### src/rtl/sram_port_ctrl.sv
// Single-port SRAM front-end: clears the array after reset, then serves reads and
// writes from a valid/ready request channel and returns read data on a response channel.
module sram_port_ctrl #(
    parameter int DATA_W = 8,
    parameter int ADDR_W = 6,
    parameter int DEPTH  = 64
) (
    input  logic              clk,
    input  logic              rst_n,
    input  logic              req_valid,
    output logic              req_ready,
    input  logic              req_we,
    input  logic [ADDR_W-1:0] req_addr,
    input  logic [DATA_W-1:0] req_wdata,
    output logic              rsp_valid,
    input  logic              rsp_ready,
    output logic [DATA_W-1:0] rsp_rdata,
    output logic              init_done,
    output logic              oob_err,
    output logic              mem_we,
    output logic [ADDR_W-1:0] mem_addr,
    output logic [DATA_W-1:0] mem_d,
    input  logic [DATA_W-1:0] mem_q
);

    typedef enum logic [1:0] {
        ST_INIT = 2'd0,
        ST_IDLE = 2'd1,
        ST_RSP  = 2'd2
    } state_t;

    localparam logic [ADDR_W-1:0] LAST_ADDR = ADDR_W'(DEPTH - 1);
    localparam logic [ADDR_W:0]   DEPTH_EXT = (ADDR_W + 1)'(DEPTH);

    state_t              r_state;
    logic [ADDR_W-1:0]   r_cnt;
    logic                r_rsp_valid;
    logic [DATA_W-1:0]   r_rsp_rdata;
    logic                r_oob_err;

    state_t              w_state_nxt;
    logic [ADDR_W-1:0]   w_cnt_nxt;
    logic                w_rsp_valid_nxt;
    logic [DATA_W-1:0]   w_rsp_rdata_nxt;
    logic                w_oob_err_nxt;
    logic                w_accept;
    logic                w_oob;

    // The extra top bit lets DEPTH == 2**ADDR_W compare correctly (nothing is out of range).
    assign w_oob    = ({1'b0, req_addr} >= DEPTH_EXT);
    assign w_accept = req_valid & req_ready;

    always_ff @(posedge clk or negedge rst_n) begin
        if (!rst_n) begin
            r_state     <= ST_INIT;
            r_cnt       <= '0;
            r_rsp_valid <= 1'b0;
            r_rsp_rdata <= '0;
            r_oob_err   <= 1'b0;
        end else begin
            r_state     <= w_state_nxt;
            r_cnt       <= w_cnt_nxt;
            r_rsp_valid <= w_rsp_valid_nxt;
            r_rsp_rdata <= w_rsp_rdata_nxt;
            r_oob_err   <= w_oob_err_nxt;
        end
    end

    always_comb begin
        w_state_nxt     = r_state;
        w_cnt_nxt       = r_cnt;
        w_rsp_valid_nxt = r_rsp_valid;
        w_rsp_rdata_nxt = r_rsp_rdata;
        w_oob_err_nxt   = r_oob_err | (w_accept & w_oob);

        req_ready = (r_state == ST_IDLE) | ((r_state == ST_RSP) & rsp_ready);
        mem_we    = 1'b0;
        mem_addr  = req_addr;
        mem_d     = req_wdata;

        case (r_state)
            ST_INIT: begin
                mem_we    = 1'b1;
                mem_addr  = r_cnt;
                mem_d     = '0;
                w_cnt_nxt = r_cnt + 1'b1;
                if (r_cnt == LAST_ADDR) begin
                    w_state_nxt = ST_IDLE;
                    w_cnt_nxt   = '0;
                end
            end
            ST_IDLE, ST_RSP: begin
                if ((r_state == ST_RSP) && rsp_ready) begin
                    w_state_nxt     = ST_IDLE;
                    w_rsp_valid_nxt = 1'b0;
                end
                if (w_accept) begin
                    if (req_we) begin
                        mem_we = ~w_oob;
                    end else begin
                        // A read accepted alongside a consumed response reloads the slot.
                        w_state_nxt     = ST_RSP;
                        w_rsp_valid_nxt = 1'b1;
                        w_rsp_rdata_nxt = w_oob ? '0 : mem_q;
                    end
                end
            end
            default: begin
                w_state_nxt = ST_INIT;
                w_cnt_nxt   = '0;
            end
        endcase
    end

    assign rsp_valid = r_rsp_valid;
    assign rsp_rdata = r_rsp_rdata;
    assign oob_err   = r_oob_err;
    assign init_done = (r_state != ST_INIT);

endmodule

### config.mk
export PLATFORM = sky130hd
export DESIGN_NAME = sram_port_ctrl
export DESIGN_NICKNAME = d
export VERILOG_FILES = /design/src/rtl/sram_port_ctrl.sv
export SDC_FILE = /design/constraint.sdc
export NUM_CORES = 1
export LEC_CHECK = 0
export ABC_AREA = 1
export CORE_MARGIN = 5
export CORE_UTILIZATION = 40
export DETAILED_ROUTE_END_ITERATION = 12
export PLACE_DENSITY = 0.82
export SYNTH_ARGS = -nofsm -noshare
export SYNTH_HDL_FRONTEND = slang
export SYNTH_SLANG_ARGS = --single-unit
export TNS_END_PERCENT = 1
### constraint.sdc
create_clock -name clk -period 1.6 [get_ports clk]
set_input_delay 0.16 -clock clk [delete_from_list [all_inputs] [get_ports clk]]
set_output_delay 0.16 -clock clk [all_outputs]
set_load 0.03 [all_outputs]
# Word-level counts from Yosys, hierarchy flattened
# Cells that the tools add are included.
# op_classes
add_sub_neg,1
multipliers,0
div_mod_pow,0
order_cmp,0
eq_ne,4
shift,0
n_mux,15
bitwise_logic,4
reduce_logical,5
# ops
op,n
$mux 6,2
$pmux 6 s2,1
$mux 2,4
$mux 8,1
$add 6x1->6 const B,1
$eq 6x6->1 const B,1
$mux 1,5
$pmux 2 s2,1
$reduce_and 3->1,1
$and 1x1->1,2
$eq 2x1->1 const B,1
$eq 2x2->1 const B,1
$logic_not 2->1,1
$ne 2x2->1 const B,1
$pmux 1 s2,1
$reduce_bool 2->1,1
$reduce_or 2->1,1
$logic_and 1x1->1,1
$not 1->1,1
$or 1x1->1,1
# word_totals
reg_bits,17
latch_bits,0
ram_bits,0
rom_bits,0
in_bits,27
out_inout_bits,27
n_memories,0

# Logic depth before layout (Yosys ltp)
# depth
ltp_word,6
depth_mapped,9

# Worst setup path after synthesis
# Ideal clock, no wire load.
# synth_path
kind,register -> output
startpoint,register r_state[0]
endpoint,output port mem_addr[3]
arrival_ns,1.713
required_ns,1.440
slack_ns,-0.273
path_stages_with_launch,6
path_cell_list,dfrtp_1 -> inv_1 -> ha_1 -> inv_1 -> buf_2 -> o21ai_0
# synth_between
elab_chain_cells,2
# synth_lines
item,line,text
from (decl),35,state_t r_state;
from (signal assigned),61,r_state <= w_state_nxt;
$logic_not 2->1,81,case (r_state)
$mux 6,81,
to (decl),21,"output logic [ADDR_W-1:0] mem_addr,"
# No other way between the ends.

# Worst setup path after layout
# layout_path
startpoint,register r_state[1]
endpoint,output port mem_we
# layout_between
elab_chain_cells,6
word_cells_on_any_way,9
cone_classes,eq/ne: 2; mux: 2; bitwise: 3; reduce/logical: 2
# layout_lines
item,line,text
$eq 2x2->1,"76, 81",
$and 1x1->1,76,req_ready = (r_state == ST_IDLE) | ((r_state == ST_RSP) & rsp_ready);
$or 1x1->1,76,
$and 1x1->1,51,assign w_accept = req_valid & req_ready;
$mux 1,97,if (w_accept) begin
$pmux 1 s2 *,81,
to (decl),20,"output logic mem_we,"
# Every way passes the cells marked *; elsewhere a longest branch is shown, timed or not.

==> impl_results.md <==
* Unrepaired setup endpoints after global routing: true
* Final Hold Fails at 0
* WP data arrival at 1.49 ns
* Count of state elements after synthesis at 17
* Critical path type: reg -> out
* Vias per cell at 4.67
* Height of the die at 62.5 um
* Post-DP HPWL at 2210 um
* GRT overflow at 0
* TritonCTS clock tree: done
* Crit path max fanout at 3
* Synth Cell Area at 0.00110 sq mm
* # setup viols final at 5
* Starting DRC count in detailed routing at 39
* Layout cells sized above 1 at 34.3%
* IO Port Bufs at 52
* Post-synthesis cell count at 140
* Nets at 237
* Diodes inserted at 0
* Total wire length at 2860 um
* Antenna-violating nets left at 0
* Peak supply drop at 0.456 mV
* Die area at 0.00390 sq mm
* Area after DPL at 0.00162 sq mm
* Number of fill cells in the layout at 226
* Most used DFF post-synth: dfrtp_1
* Top cells by count, synth: nand2_1, inv_1, dfrtp_1, nor2_1, o21ai_0
* H-tree depth at 1
* Clock transition at path regs at 0.10 ns
* EDFF count, synth at 0
* CP Capture Type: output port
* Vias in the first global route at 1,095
* DRT Pass-1 Iters at 4
* Final slew viol count at 0
* Critical Path RT at 1.44 ns
* Final instance area at 0.00185 sq mm
* Met2 Use GR at 26.9%
* Clock root cell: clkbuf_4
* Width of the die at 62.5 um
* Run status: finished, violations left
* Static leakage at 0.917 nW
* First-pass GRT wire length at 4680 um
* M3 GR Usage at 2.70%
* GRT met1 Usage at 15.7%
* Placed cell count at 223
* WHS at 0.197 ns
* Final worst slack at -0.0473 ns
* Largest net degree at the start of global routing at 19
* CTS Buffer Depth at 2
* Yosys top cell by area: dfrtp_1
* # rows at 19
* Tmin final at 1.65 ns
* Total power at 0.000741 W
* Final design utilization at 68.7%
* Initial antenna violation count at 0
* P&R area growth vs syn at 67.7%
* Failing checks: setup timing
* Cell variety after synth at 21
* Mapped Nets at 172
* F_max at 607 MHz
* Synth top area share at 38.6%
* Final routed DRC violation total at 0
* Via count of the routed design at 1,097
* Io pins at 54
* Share of flip-flops with an asynchronous set or reset at 100%
* Startpoint Class: register
* Core ar. at 0.00269 sq mm
* Post-synthesis sequential area ratio at 38.6%
* Non-Filler Instances at 235
* Synth area leaders: dfrtp_1, nand2_1, inv_1
* Hold crit path type: in -> async
* Power per cell area at 401 mW/mm^2
* Total of max-cap violations at 0
* Fraction of the cycle the final worst path needs at 103%
* Clock sinks at 17
* Synth warn at 0
* Clk Latency, worst-skew pair at 0.28 ns
* Initial core utilization at 41.0%
* All-Layer GR Usage at 14.1%
* Crit-path cells: buf_6 -> ha_4 -> nand2_4 -> nand2_4 -> nand4_1 -> a21oi_2 -> buf_6
* Synthesized area per cell at 7.86 sq um
* Routed wire per std cell at 12.2 um
* Max stage delay on crit path at 0.42 ns
* CTS buffer count at 3
* Clock Skews at 0.00343 ns
* CP max stage cell: dfrtp_1
* Top-count cell post-synth: nand2_1
* Layer with the highest usage: met2
* Placer Congestion at 0.743
## power by group
part	internal, W	switching, W	total [W]
combinational	0.0000599	0.0000321	0.0000920
sequential	0.000429	0	0.000429
clock	0.0000925	0.000127	0.000220
total	0.000582	0.000159	0.000741
## flip-flops by register name (all words and copies together), names as in the netlist
| register | flops |
|---|---|
| r_state | 2 |
| r_cnt | 6 |
| rsp_valid | 1 |
| rsp_rdata | 8 |
## cell type report
| type | count | area [sq um] | area share [%] |
|---|---|---|---|
| clock inverter | 1 | 5.00 | 0.271 |
| inverter | 28 | 105 | 5.69 |
| tap | 31 | 38.8 | 2.10 |
| clock buffer | 3 | 22.5 | 1.22 |
| timing repair buffer | 65 | 643 | 34.8 |
| multi-input combinational | 90 | 607 | 32.9 |
| sequential | 17 | 425 | 23.0 |
## per-layer routing
metal	share of wire (%)	wire length, um	up-vias
met5	0	0	-
met4	1.1	31	0
met3	4.9	141	4
li1	-	-	552
met2	54	1550	27
met1	40	1130	514
## placed cells by master (no fill, tap or decap), drive strengths merged
cell	netlist	layout
nor2	17	17
clkinv	0	1
nand4	4	4
inv	28	28
xor2	3	3
clkdlybuf4s50	0	35
dfrtp	17	17
nand2	35	35
clkbuf	0	3
nand3	5	5
a21oi	2	2
conb	1	1
o21ai	18	18
buf	5	30
ha	5	5
## timing repair
action / in CTS / in global routing
resized for setup: 20 / 22
setup buffers: 7 / 1
pin swaps: 8 / 3
setup endpoints to repair: 16 / 25
hold buffers: 0 / 0
## per-stage QoR
| stage | setup TNS [ns] | worst slack (ns) |
|---|---|---|
| 3_3_place_gp | 0 | 0.116 |
| 6_report | -0.0853 | -0.0473 |
| 5_1_grt | -1.36 | -0.143 |
| 3_5_place_dp | 0 | 0.0138 |
| 4_1_cts | -0.118 | -0.0583 |
| 2_1_floorplan | -0.347 | -0.0757 |
## worst paths after layout
path	cells past startpoint	from	slack, ns	endpoint
setup / recovery	7	r_state[1]$_DFFE_PN0P_	-0.05	mem_we
hold reg to reg	2	rsp_rdata[3]$_DFFE_PN0P_	0.49	rsp_rdata[3]$_DFFE_PN0P_
max in group asynchronous	2	rst_n	1.22	r_cnt[5]$_DFFE_PN0N_
hold / removal	2	rst_n	0.20	rsp_valid$_DFFE_PN0P_
setup reg to reg	6	r_state[1]$_DFFE_PN0P_	0.05	rsp_rdata[2]$_DFFE_PN0P_
min in group clk	3	mem_q[0]	0.43	rsp_rdata[0]$_DFFE_PN0P_
## kinds of logic (layout without fill, tap and decap cells)
family	count (synthesis)	in the layout	synth area share, %
buffers and inverters	33	97	13.2
xor gates and xnor gates	3	3	2.39
AOI/OAI and AO/OA	20	20	11.8
and+or+nand+nor	61	61	28.0
other	1	1	0.341
adders and majority gates	5	5	5.68
DFF	17	17	38.6
## worst max-delay path, delay by kind of cell (launching register included)
| kind | cells | cell delay (ns) |
|---|---|---|
| AOI/OAI and AO/OA | 1 | 0.16 |
| adders and majority gates | 1 | 0.13 |
| buffers and inverters | 2 | 0.26 |
| DFF | 1 | 0.42 |
| and+or+nand+nor | 3 | 0.23 |
(Power assumes the default switching activity.)
